--- src/rtl/sound_pkg.sv ---
// Shared types and event tables for the sound event arbiter.
// Tables are indexed by event number; index 0 is the highest priority.
package sound_pkg;

    typedef enum logic [1:0] {
        S_IDLE = 2'd0,
        S_PLAY = 2'd1,
        S_GAP  = 2'd2
    } state_e;

    localparam int EV_WIN     = 0;
    localparam int EV_LOSE    = 1;
    localparam int EV_SCORED  = 2;
    localparam int EV_COLLIDE = 3;

    function automatic int tone_lookup(input int ev);
        case (ev)
            EV_WIN:     tone_lookup = 8;
            EV_LOSE:    tone_lookup = 2;
            EV_SCORED:  tone_lookup = 11;
            EV_COLLIDE: tone_lookup = 5;
            default:    tone_lookup = 0;
        endcase
    endfunction

    // Durations are in video frames.
    function automatic int dur_lookup(input int ev);
        case (ev)
            EV_WIN:     dur_lookup = 30;
            EV_LOSE:    dur_lookup = 45;
            EV_SCORED:  dur_lookup = 10;
            EV_COLLIDE: dur_lookup = 3;
            default:    dur_lookup = 1;
        endcase
    endfunction

endpackage

--- src/rtl/sound_prio_enc.sv ---
// Combinational lowest-index-first priority encoder.
// idx_o is zero when no bit is set; qualify it with any_o.
module sound_prio_enc #(
    parameter int N = 4,
    parameter int W = 2
) (
    input  logic [N-1:0] vec_i,
    output logic [W-1:0] idx_o,
    output logic         any_o
);

    always_comb begin
        idx_o = '0;
        any_o = |vec_i;
        // Scan downwards so the lowest set index is written last.
        for (int i = N - 1; i >= 0; i--) begin
            if (vec_i[i]) begin
                idx_o = W'(i);
            end
        end
    end

endmodule

--- src/rtl/sound_event_arbiter.sv ---
// Arbitrates game sound events onto one tone generator: edge capture,
// fixed-priority grant, frame-timed play with preemption, then a silent gap.
module sound_event_arbiter
    import sound_pkg::*;
#(
    parameter int NUM_REQ    = 4,
    parameter int TONE_W     = 4,
    parameter int DUR_W      = 6,
    parameter int GAP_FRAMES = 2,
    localparam int ID_W      = (NUM_REQ > 1) ? $clog2(NUM_REQ) : 1
) (
    input  logic               clk,
    input  logic               resetN,
    input  logic               startOfFrame,
    input  logic [NUM_REQ-1:0] req_in,
    output logic               sound_en,
    output logic [TONE_W-1:0]  tone_sel,
    output logic [ID_W-1:0]    active_id,
    output logic               busy,
    output logic               preempted
);

    logic [NUM_REQ-1:0] req_d_q;
    logic [NUM_REQ-1:0] pending_q;
    logic [NUM_REQ-1:0] pending_d;
    logic [NUM_REQ-1:0] rise;
    logic [NUM_REQ-1:0] clr;
    state_e             state_q;
    logic [DUR_W-1:0]   dur_cnt_q;
    logic [DUR_W-1:0]   gap_cnt_q;
    logic               sound_en_q;
    logic [TONE_W-1:0]  tone_sel_q;
    logic [ID_W-1:0]    active_id_q;
    logic               busy_q;
    logic               preempted_q;

    logic [ID_W-1:0]    win_idx;
    logic               win_any;
    logic               preempt_req;
    logic               grant;
    logic [TONE_W-1:0]  grant_tone;
    logic [DUR_W-1:0]   grant_dur_raw;
    logic [DUR_W-1:0]   grant_dur;

    sound_prio_enc #(
        .N (NUM_REQ),
        .W (ID_W)
    ) u_prio_enc (
        .vec_i (pending_q),
        .idx_o (win_idx),
        .any_o (win_any)
    );

    always_comb begin
        rise          = req_in & ~req_d_q;
        preempt_req   = (state_q == S_PLAY) && win_any && (win_idx < active_id_q);
        grant         = ((state_q == S_IDLE) && win_any) || preempt_req;
        clr           = grant ? (NUM_REQ'(1) << win_idx) : '0;
        // An edge arriving on the granted bit in the same cycle survives the clear.
        pending_d     = (pending_q & ~clr) | rise;
        grant_tone    = TONE_W'(tone_lookup(int'(win_idx)));
        grant_dur_raw = DUR_W'(dur_lookup(int'(win_idx)));
        grant_dur     = (grant_dur_raw == '0) ? DUR_W'(1) : grant_dur_raw;
    end

    always_ff @(posedge clk or negedge resetN) begin
        if (!resetN) begin
            req_d_q     <= '0;
            pending_q   <= '0;
            state_q     <= S_IDLE;
            dur_cnt_q   <= '0;
            gap_cnt_q   <= '0;
            sound_en_q  <= 1'b0;
            tone_sel_q  <= '0;
            active_id_q <= '0;
            busy_q      <= 1'b0;
            preempted_q <= 1'b0;
        end else begin
            req_d_q     <= req_in;
            pending_q   <= pending_d;
            preempted_q <= 1'b0;
            case (state_q)
                S_IDLE: begin
                    if (grant) begin
                        active_id_q <= win_idx;
                        tone_sel_q  <= grant_tone;
                        dur_cnt_q   <= grant_dur;
                        sound_en_q  <= 1'b1;
                        busy_q      <= 1'b1;
                        state_q     <= S_PLAY;
                    end
                end
                S_PLAY: begin
                    // Preemption wins over expiry; the aborted event is dropped.
                    if (preempt_req) begin
                        active_id_q <= win_idx;
                        tone_sel_q  <= grant_tone;
                        dur_cnt_q   <= grant_dur;
                        preempted_q <= 1'b1;
                    end else if (startOfFrame) begin
                        if (dur_cnt_q <= DUR_W'(1)) begin
                            dur_cnt_q  <= '0;
                            sound_en_q <= 1'b0;
                            if (GAP_FRAMES > 0) begin
                                gap_cnt_q <= DUR_W'(GAP_FRAMES);
                                state_q   <= S_GAP;
                            end else begin
                                busy_q  <= 1'b0;
                                state_q <= S_IDLE;
                            end
                        end else begin
                            dur_cnt_q <= dur_cnt_q - DUR_W'(1);
                        end
                    end
                end
                S_GAP: begin
                    if (startOfFrame) begin
                        if (gap_cnt_q <= DUR_W'(1)) begin
                            gap_cnt_q <= '0;
                            busy_q    <= 1'b0;
                            state_q   <= S_IDLE;
                        end else begin
                            gap_cnt_q <= gap_cnt_q - DUR_W'(1);
                        end
                    end
                end
                default: begin
                    state_q <= S_IDLE;
                end
            endcase
        end
    end

    assign sound_en  = sound_en_q;
    assign tone_sel  = tone_sel_q;
    assign active_id = active_id_q;
    assign busy      = busy_q;
    assign preempted = preempted_q;

endmodule

--- config.mk ---
export PLATFORM = sky130hd
export DESIGN_NAME = sound_event_arbiter
export DESIGN_NICKNAME = d
export VERILOG_FILES = /design/src/rtl/sound_pkg.sv /design/src/rtl/sound_prio_enc.sv /design/src/rtl/sound_event_arbiter.sv
export SDC_FILE = /design/constraint.sdc
export NUM_CORES = 1
export LEC_CHECK = 0
export CORE_ASPECT_RATIO = 0.75
export CORE_MARGIN = 2
export CORE_UTILIZATION = 55
export CTS_CLUSTER_DIAMETER = 80
export DETAILED_ROUTE_END_ITERATION = 6
export PLACE_DENSITY = 0.77
export SKIP_LAST_GASP = 1
export SYNTH_ARGS = -nofsm -noshare
export SYNTH_HDL_FRONTEND = slang
export SYNTH_HIERARCHICAL = 1
export SYNTH_SLANG_ARGS = --single-unit
--- constraint.sdc ---
create_clock -name clk -period 3.2 [get_ports clk]
set_clock_uncertainty 0.05 [all_clocks]
set_input_delay 0.64 -clock clk [delete_from_list [all_inputs] [get_ports clk]]
set_output_delay 0.64 -clock clk [all_outputs]
set_load 0.1 [all_outputs]
==> results of run 1 <==
==> routing by layer <==
| layer | part of all wire (%) | routed length (microns) | global-route usage [%] | vias to the layer above |
|---|---|---|---|---|
| met5 | 0 | 0 | 0 | - |
| met4 | 1.4 | 50 | 12.3 | 0 |
| met3 | 7.0 | 243 | 6.28 | 5 |
| met2 | 44 | 1520 | 35.8 | 49 |
| met1 | 48 | 1640 | 33.0 | 650 |
| li1 | - | - | - | 669 |
==> synthesized netlist by cell type (2+ instances only) <==
library cell   n  area (sq um)
nand3_1        4          20.0
nor2_1        17          63.8
nand2b_1       7          43.8
dfrtp_1       31           776
mux2i_1        2          20.0
o31ai_1        3          22.5
a21oi_1        5          25.0
o21ai_0       27           135
mux2_2         2          22.5
ha_1          12           150
nand2_1       14          52.6
inv_1         19          71.3
a31oi_1        3          18.8
nor3_1         6          30.0
o211ai_1       3          22.5
or3_1          4          25.0
==> area by class of cell <==
type | count | area, sq um | area share (%)
timing repair buffer | 16 | 135 | 6.96
clock buffer | 5 | 68.8 | 3.54
multi-input combinational | 128 | 828 | 42.7
clock inverter | 3 | 15.0 | 0.773
inverter | 19 | 71.3 | 3.67
tap | 38 | 47.5 | 2.45
sequential | 31 | 776 | 39.9
==> kinds of logic after synthesis <==
logic type                 synth area share (%)
and+or+nand+nor                            19.3
AOI/OAI and AO/OA                          18.3
DFF                                        45.9
buffers and inverters                      5.11
adders and majority gates                  8.88
muxes                                      2.52
==> sequential cells by signal, indices dropped and copies added, names as in the netlist <==
register	cells
busy	1
active_id	2
gap_cnt_q	6
dur_cnt_q	6
sound_en	1
state_q	2
preempted	1
req_d_q	4
pending_q	4
tone_sel	4
==> worst register-to-register path: stages, from the launching register on <==
cell      delay [ps]
dfrtp_1          410
nor3_1           470
ha_1             330
a2111o_1         520
o31a_1           320
o21ai_0          230
o21ai_0          110
==> where the power goes <==
group	switching, mW	internal, mW
Combinational	0.127	0.0827
Sequential	0.0473	0.433
Clock	0.146	0.148
==> layout by cell type (no fill, tap or decap), drive strengths merged, types with 2 or more instances in the layout <==
cell type,instances
dfrtp,31
o21ai,27
inv,19
nor2,17
nand2,14
ha,12
buf,10
nand2b,8
nor3,6
clkdlybuf4s50,6
a21oi,6
clkbuf,5
nand3,5
or3,4
o31ai,4
o211ai,3
a31oi,3
clkinv,3
mux2i,2
mux2,2
or4,2
and2,2
==> through the flow <==
stage	std cells	cell area, sq um	hold slack [ps]	utilization (%)
6_report	240	1940	382	66.2
5_1_grt	240	1940	408	66.2
4_1_cts	240	1940	376	66.2
3_5_place_dp	232	1860	362	63.3
3_3_place_gp	232	1860	357	63.3
2_1_floorplan	180	1690	294	-
==> worst max-delay path by stage <==
stage                     cells after the start            to  slack (ps)    startpoint
final                                         6  pending_q[0]         630  pending_q[0]
after global placement                        5   tone_sel[1]         760  pending_q[0]
after detailed placement                      6  pending_q[0]         630  pending_q[0]
after global routing                          6  pending_q[3]         320  pending_q[0]
after floorplan                               7  pending_q[1]         630  active_id[1]
after CTS                                     6  pending_q[0]         610  pending_q[0]
==> results.md, run 1 <==
* Hpwl dp at 2550 microns
* Max incr delay on CP at around 520 ps
* Total power at 984 uW
* #FFs+latches synth at 31
* Clock-pin slew on the worst setup and hold paths at 60 ps
* Initial DRT Pass Iterations at 4
* Fmax at 390 MHz
* Area grow syn2layout at 14.9%
* Ports at 16
* RSZ-0062 raised after global routing: no
* Pleak at 0.875 nW
* Clk Latency, worst-skew pair at roughly 290 ps
* Routed WL at 3460 microns
* Most common cell on crit path: o21ai_0
* Cell Pwr Density at approximately 500 nW/um^2
* Gpl congestion at approximately 0.9
* Core region area at between 2000 and 3000 sq um
* Rel. slew slack at approximately 63%
* Slew of the pin with the lowest slew margin at around 550 ps
* Mapped Area at 1690 sq um
* Pin count of the biggest net entering global routing at 32
* Initial drt markers at 168
* Slowest CP cell: a2111o_1
* Clock Sinks at 31
* FP Rows at 17
* TritonCTS clock tree: yes
* Min-Delay Path Depth at 1
* CP Data Required Time at ~3300 ps
* Sequential share of the synthesized area at 45.9%
* CP Cell Sequence: nor3_1 -> ha_1 -> a2111o_1 -> o31a_1 -> o21ai_0 -> o21ai_0
* YS warnings at 6
* Max Cap Viol at 0
* Setup slack, reg-to-reg at approximately 630 ps
* Crit path kind: reg2reg
* Die width at approximately 70 microns
* Avg Inst Size Synth at between 9 and 10 sq um
* Min-Delay Path Class: reg2reg
* Total negative slack at 0 ps
* Port bufs at 15
* CP Launch Type: flip-flop
* Outcome: completed
* Kind of cell adding the most delay to the critical path: compound AO/OA/AOI/OAI gates
* CP Capture Type: flip-flop
* Worst Path Arrival at around 2700 ps
* Fraction of synthesis flops using an asynchronous set or reset pin at between 90% and 100%
* Max-slew violations at 0
* Final min period at 2570 ps
* Vias/cell at about 5.7
* Post-Syn Nets at roughly 200
* Final nets at 220
* Hold Path End: pending_q[3]
* Routed Antenna Nets at 0
* FF-to-FF path depth at 6
* Worst Path Max Fanout at 15
* Clock tree buffer depth at 2
* DRC viols at 0
* Fin crit share at 80.2%
* Post-synth top flop: dfrtp_1
* EDFF count, synth at 0
* Vias in the first global route at 1,332
* Cts repair resizes at 0
* Share of layout cells above drive strength 1 at around 12%
* Post-CTS Hold Buffers at 0
* Setup Fix Bufs, Post-CTS at 0
* Global route overflow at 0
* Synth cell types at 37
* Place WS at approximately 630 ps
* Die area at 3540 sq um
* H-tree levels at 2
* FF-to-FF Start: pending_q[0]
* VDD IR max at between 0.4 and 0.5 mV
* Final setup violation count at 0
* Worst hold start: req_d_q[3]
* GRT Util Overall at about a quarter
* Diode count at 0
* Worst path bufs/invs at 0
* Count of final hold-check violations at 0
* Number of clock buffers inserted by TritonCTS at 5
* First-pass GRT wire length at ~6000 microns
* Root Driver: clkbuf_8
* Initial antenna violation count at 0
* Fillers at between 200 and 250
* Final setup margin at about 630 ps
* Die Span Y at 52.0 microns
* DR WL/cell at 14.4 microns
* Crit Reg-Reg Endpoint: pending_q[0]
* Cells after synthesis at 180
* Initial Util at between 50% and 60%
* Routed via count at ~1.4k
Note: power is estimated with default switching activity, not from simulation.
==> run 2, diff against run 1 <==
==> constraint.sdc (replaced) <==
create_clock -name clk -period 2.5 [get_ports clk]
set_clock_uncertainty 0.05 [all_clocks]
set_input_delay 0.5 -clock clk [delete_from_list [all_inputs] [get_ports clk]]
set_output_delay 0.5 -clock clk [all_outputs]
set_load 0.1 [all_outputs]
==> run 2 against run 1 <==
Against the previous run: register-to-register slack got worse by 420 ps; combinational power increased by 31%; global-route usage is 1.0 points lower; critical endpoint is now tone_sel[2]; largest power group unchanged.
==> results.md, run 2 (synthesis results as in run 1) <==
* CP Capture Type: flip-flop (unchanged)
* Final Util at 67.7% (was 66.2%)
* Vias/cell at 5.69 (was 5.72)
* Fillers at 232 (was 235)
* Initial drt markers at 133 (was 168)
* CP Data Required Time at 2630 ps (was 3300 ps)
* Cts repair resizes at 0 (unchanged)
* DR WL/cell at 14.1 microns (was 14.4 microns)
* Initial Util at 57.6% (unchanged)
* Clock Sinks at 31 (unchanged)
* Setup Fix Bufs, Post-CTS at 0 (unchanged)
* Count of final hold-check violations at 0 (unchanged)
* Die Span Y at 52.0 microns (unchanged)
* TritonCTS clock tree: yes (unchanged)
* Max-slew violations at 0 (unchanged)
* First-pass GRT wire length at 5920 microns (was 6140 microns)
* Initial antenna violation count at 0 (unchanged)
* Final nets at 225 (was 220)
* Post-CTS Hold Buffers at 0 (unchanged)
* Final setup margin at 212 ps (was 635 ps)
* Routed Antenna Nets at 0 (unchanged)
* Clk Latency, worst-skew pair at 290 ps (about the same)
* Rel. slew slack at 48.6% (was 63.1%)
* Place WS at 214 ps (was 631 ps)
* Number of clock buffers inserted by TritonCTS at 5 (unchanged)
* Gpl congestion at 0.932 (was 0.921)
* Global route overflow at 0 (unchanged)
* Worst Path Arrival at 2420 ps (was 2670 ps)
* Vias in the first global route at 1,326 (was 1,332)
* H-tree levels at 2 (unchanged)
* Diode count at 0 (unchanged)
* Min-Delay Path Depth at 1 (unchanged)
* Crit path kind: reg2reg (unchanged)
* Most frequent standard cell in the layout excluding fill and tap cells: dfrtp_1 (unchanged)
* Die width at 68.0 microns (unchanged)
* Share of layout cells above drive strength 1 at 14.5% (was 12.4%)
* Final setup violation count at 0 (unchanged)
* Slew of the pin with the lowest slew margin at 768 ps (was 548 ps)
* Clock tree buffer depth at 2 (unchanged)
* Die area at 3540 sq um (unchanged)
* Core region area at 2940 sq um (unchanged)
* FF-to-FF path depth at 6 (unchanged)
* Cell Pwr Density at 653 nW/um^2 (was 507 nW/um^2)
* Ports at 16 (unchanged)
* Port bufs at 15 (unchanged)
* Clock-pin slew on the worst setup and hold paths at 70 ps (was 60 ps)
* Fin crit share at 91.5% (was 80.2%)
* Total power at 1.30 mW (was 984 uW)
* Pin count of the biggest net entering global routing at 18 (was 32)
* Area grow syn2layout at 17.6% (was 14.9%)
* M1 WL at 1650 microns (was 1640 microns)
* DR WL met2 at 1540 microns (was 1520 microns)
* Initial DRT Pass Iterations at 4 (unchanged)
* Total negative slack at 0 ps (unchanged)
* Min-Delay Path Class: reg2reg (unchanged)
* Routed WL at 3460 microns (about the same)
* DRC viols at 0 (unchanged)
* Largest regs: dur_cnt_q x6, gap_cnt_q x6 (unchanged)
* Area occupied by multi-input gates at 828 sq um (unchanged)
* Commonest non-fill, non-tap cells in the layout: dfrtp_1, o21ai_0, inv_1 (unchanged)
* Hpwl dp at 2640 microns (was 2550 microns)
* RSZ-0062 raised after global routing: no (unchanged)
* Max Cap Viol at 0 (unchanged)
* VDD IR max at 0.431 mV (was 0.405 mV)
* FP Rows at 17 (unchanged)
* Final min period at 2290 ps (was 2570 ps)
* Outcome: completed (unchanged)
* Pleak at 0.899 nW (was 0.875 nW)
* GRT Util Overall at 23.3% (was 24.3%)
* Register Area at 777 sq um (was 776 sq um)
* Worst Path Max Fanout at 15 (unchanged)
* Uppermost layer routed: met4 (unchanged)
* CP Launch Type: flip-flop (unchanged)
* Routed via count at 1,394 (was 1,373)
* Fmax at 437 MHz (was 390 MHz)
* DR WL met3 at 235 microns (was 243 microns)
* Root Driver: clkbuf_8 (unchanged)
run 2: cell types whose count changed in the layout (fill, tap and decap cells not counted):
| cell | change |
|---|---|
| dfrtp_1 | -1 |
| buf_4 | +5 |
| clkbuf_1 | +1 |
| dfrtp_2 | +1 |
| clkinv_2 | -2 |
| clkbuf_8 | +1 |
run 2: per-layer routing:
layer,GRT usage [%],up-vias
met1,31.6,663
met5,0,-
met4,11.3,0
met2,34.6,43
li1,-,682
met3,5.84,6
run 2: worst paths after layout:
check                              from            to  slack, ps
min reg2reg                  req_d_q[0]  pending_q[0]        370
min                          req_d_q[0]  pending_q[0]        370
min in group asynchronous        resetN  dur_cnt_q[4]        610
max in group asynchronous        resetN  gap_cnt_q[5]       1160
max reg2reg                pending_q[2]   tone_sel[2]        210
max                        pending_q[2]   tone_sel[2]        210
run 2: critical path, cell delays in order, from the launching register on:
cell and delay, ps:
dfrtp_1 380, nor2_1 160, nor3_1 80, ha_1 280
a2111o_1 320, o31a_1 520, mux2_2 390
run 2: power breakdown:
group,internal [mW],switching [mW],leakage (nW)
logic,0.113,0.163,0.496
registers,0.554,0.0621,0.355
clock network,0.222,0.185,0.0482
total,0.889,0.410,0.899
run 2: cell type report:
type	instances	area share, %
Clock inverter	1	0.252
Tap cell	38	2.39
Inverter	19	3.59
Clock buffer	7	4.34
Timing Repair Buffer	21	8.68
Sequential cell	31	39.1
Multi-Input combinational cell	128	41.7
run 2: metrics by stage:
step,cell area [sq um],hold slack [ps],instances
global placement,1900,355,237
floorplan,1690,154,180
detailed placement,1900,365,237
CTS,1990,374,245
finish,1990,374,245
global route,1990,382,245
==> run 3, diff against run 2 <==
--- a/config.mk
+++ b/config.mk
@@ -5,12 +5,13 @@
 export SDC_FILE = /design/constraint.sdc
 export NUM_CORES = 1
 export LEC_CHECK = 0
+export ABC_AREA = 1
 export CORE_ASPECT_RATIO = 0.75
 export CORE_MARGIN = 2
-export CORE_UTILIZATION = 55
+export CORE_UTILIZATION = 25
 export CTS_CLUSTER_DIAMETER = 80
 export DETAILED_ROUTE_END_ITERATION = 6
-export PLACE_DENSITY = 0.77
+export PLACE_DENSITY_LB_ADDON = 0.1
 export SKIP_LAST_GASP = 1
 export SYNTH_ARGS = -nofsm -noshare
 export SYNTH_HDL_FRONTEND = slang
==> run 3 against run 2 <==
Against the previous run: critical path depth grew 4; synthesized cell count grew 39%; core utilization shrank 38 points; via count grew 10%; sequential cell count is the same; die area grew 130%; fmax grew 13%; sequential share of layout area shrank 3.8 points; highest routed layer unchanged; setup slack gained 260 ps; global-route usage shrank 13 points; critical path type unchanged; count of clock-buffer cells in the layout is the same; design area grew 11%.
==> results.md, run 3 <==
* Outcome: completed (unchanged)
* Initial Util at 25.6% (was 57.6%)
* Worst Path Arrival at 2130 ps (was 2420 ps)
* Share of layout cells above drive strength 1 at 13.1% (was 14.5%)
* Fmax at 493 MHz (was 437 MHz)
* Synth area leader: dfrtp_1 (unchanged)
* FF-to-FF Start: pending_q[0] (was pending_q[2])
* Final setup margin at 473 ps (was 212 ps)
* Most frequent cell after synthesis: nand2_1 (was dfrtp_1)
* Max incr delay on CP at 400 ps (was 520 ps)
* Hold Path End: pending_q[2] (was pending_q[0])
* Port bufs at 15 (unchanged)
* GRT Util Overall at 10.6% (was 23.3%)
* Sequential share of the synthesized area at 41.6% (was 45.9%)
* Commonest non-fill, non-tap cells in the layout: nand2_1, inv_1, dfrtp_1 (was dfrtp_1, o21ai_0, inv_1)
* Final min period at 2030 ps (was 2290 ps)
* Most frequent standard cell in the layout excluding fill and tap cells: nand2_1 (was dfrtp_1)
* Final setup violation count at 0 (unchanged)
* Clock Sinks at 31 (unchanged)
* DR WL/cell at 10.6 microns (was 14.1 microns)
* CP Data Required Time at 2610 ps (was 2630 ps)
* Post-synth top flop: dfrtp_1 (unchanged)
* Fin crit share at 81.1% (was 91.5%)
* Mapped Area at 1870 sq um (was 1690 sq um)
* FF-to-FF path depth at 10 (was 6)
* Clock-pin slew on the worst setup and hold paths at 70 ps (about the same)
* Clock tree buffer depth at 2 (unchanged)
* Post-CTS Hold Buffers at 0 (unchanged)
* Pin count of the biggest net entering global routing at 32 (was 18)
* Worst hold start: req_d_q[2] (was req_d_q[0])
* Setup Fix Bufs, Post-CTS at 0 (unchanged)
* Min-Delay Path Depth at 1 (unchanged)
* Cts repair resizes at 0 (unchanged)
* Routed via count at 1,537 (was 1,394)
* Routed WL at 3980 microns (was 3460 microns)
* Core region area at 7300 sq um (was 2940 sq um)
* EDFF count, synth at 0 (unchanged)
* Die area at 8180 sq um (was 3540 sq um)
* Slowest CP cell: dfrtp_1 (was o31a_1)
* Max-slew violations at 0 (unchanged)
* Total negative slack at 0 ps (unchanged)
* FP Rows at 27 (was 17)
* Most common cell on crit path: o21ai_0
* Diode count at 0 (unchanged)
* Cells after synthesis at 250 (was 180)
* Largest regs: dur_cnt_q x6, gap_cnt_q x6 (unchanged)
* Commonest cells post-synth: nand2_1, inv_1, dfrtp_1 (was dfrtp_1, o21ai_0, inv_1)
* Place WS at 465 ps (was 214 ps)
* Die Span Y at 78.8 microns (was 52.0 microns)
* Initial antenna violation count at 0 (unchanged)
* Global route overflow at 0 (unchanged)
* Fillers at 805 (was 232)
* Ports at 16 (unchanged)
* Root Driver: clkbuf_8 (unchanged)
* Min-Delay Path Class: reg2reg (unchanged)
* Routed Antenna Nets at 0 (unchanged)
* Final nets at 292 (was 225)
* Crit path kind: reg2reg (unchanged)
* Synth cell types at 24 (was 37)
* Area grow syn2layout at 17.8% (was 17.6%)
* Vias/cell at 4.10 (was 5.69)
* TritonCTS clock tree: yes (unchanged)
* RSZ-0062 raised after global routing: no (unchanged)
* CP Capture Type: flip-flop (unchanged)
* Final Util at 30.1% (was 67.7%)
* Setup slack, reg-to-reg at 470 ps (was 210 ps)
* H-tree levels at 2 (unchanged)
* Gpl congestion at 0.740 (was 0.932)
* CP Cell Sequence: inv_1 -> nand2_1 -> a21oi_2 -> ha_1 -> o21ai_0 -> nand2_2 -> nand2_2 -> inv_1 -> o21ai_0 -> o21ai_0 (was nor2_1 -> nor3_1 -> ha_1 -> a2111o_1 -> o31a_1 -> mux2_2)
* Slew of the pin with the lowest slew margin at 409 ps (was 768 ps)
* Initial drt markers at 78 (was 133)
* DRC viols at 0 (unchanged)
* Worst Path Max Fanout at 11 (was 15)
* Synth top area cells: dfrtp_1, nand2_1, ha_1 (was dfrtp_1, ha_1, o21ai_0)
* Synth top area share at 41.6% (was 45.9%)
* Clk Latency, worst-skew pair at 280 ps (was 290 ps)
* Hpwl dp at 2990 microns (was 2640 microns)
* Vias in the first global route at 1,426 (was 1,326)
* Die width at 104 microns (was 68.0 microns)
* Initial DRT Pass Iterations at 4 (unchanged)
* Number of clock buffers inserted by TritonCTS at 5 (unchanged)
* Rel. slew slack at 72.8% (was 48.6%)
* Crit Reg-Reg Endpoint: pending_q[1] (was tone_sel[2])
* Avg Inst Size Synth at 7.46 sq um (was 9.39 sq um)
* CP Launch Type: flip-flop (unchanged)
* Fraction of synthesis flops using an asynchronous set or reset pin at 100% (unchanged)
* Count of final hold-check violations at 0 (unchanged)
* Post-Syn Nets at 269 (was 199)
* First-pass GRT wire length at 6940 microns (was 5920 microns)
* YS warnings at 6 (unchanged)
* Max Cap Viol at 0 (unchanged)
* #FFs+latches synth at 31 (unchanged)
run 3: routing by layer:
metal / vias up / track usage, % / routed length (microns)
li1: 819 / - / -
met1: 689 / 16.2 / 2300
met2: 22 / 13.8 / 1480
met3: 7 / 3.45 / 150
met4: 0 / 2.84 / 52
met5: - / 0 / 0
run 3: metrics by stage:
step | instance area (sq um) | instances | hold WS [ps]
finish | 2200 | 375 | 368
global route | 2200 | 375 | 395
CTS | 2200 | 375 | 370
detailed placement | 2120 | 367 | 360
global placement | 2120 | 367 | 356
floorplan | 1870 | 250 | 154
run 3: layout make-up:
| type | count | area (sq um) | share of cell area [%] |
|---|---|---|---|
| clock buffer | 7 | 76.3 | 3.47 |
| clock inverter | 1 | 5.00 | 0.228 |
| timing repair buffer | 18 | 150 | 6.83 |
| inverter | 42 | 158 | 7.17 |
| tap | 101 | 126 | 5.75 |
| sequential | 31 | 776 | 35.3 |
| multi-input combinational | 175 | 907 | 41.3 |
run 3: kinds of logic (layout without fill, tap and decap cells):
logic type / Yosys count / count (layout) / synth area share (%)
adder cells (fa/ha/maj): 12 / 12 / 8.05
buffers and inverters: 44 / 68 / 9.79
AO/OA/AOI/OAI: 24 / 24 / 8.18
AND/OR/NAND/NOR: 138 / 138 / 31.9
XOR/XNOR: 1 / 1 / 0.470
flip-flops: 31 / 31 / 41.6
run 3: worst max-delay path: cells and delay by family, from the launching register on:
family                   cells  cell delay [ps]
adder cells (fa/ha/maj)      1              270
flip-flops                   1              400
AO/OA/AOI/OAI                4              580
buffers and inverters        2              230
AND/OR/NAND/NOR              3              380
run 3: how the worst max path moves through the flow:
stage	start	to	slack [ps]	depth (start not counted)
6_report	pending_q[0]	pending_q[1]	470	10
3_5_place_dp	pending_q[0]	pending_q[1]	460	10
4_1_cts	pending_q[0]	pending_q[1]	450	10
5_1_grt	pending_q[0]	pending_q[1]	210	10
3_3_place_gp	pending_q[0]	pending_q[1]	450	10
2_1_floorplan	active_id[1]	dur_cnt_q[2]	330	9
Power of run 3 is not shown: default switching activity piles up to over one toggle a cycle in this logic, so the estimate is an artifact.
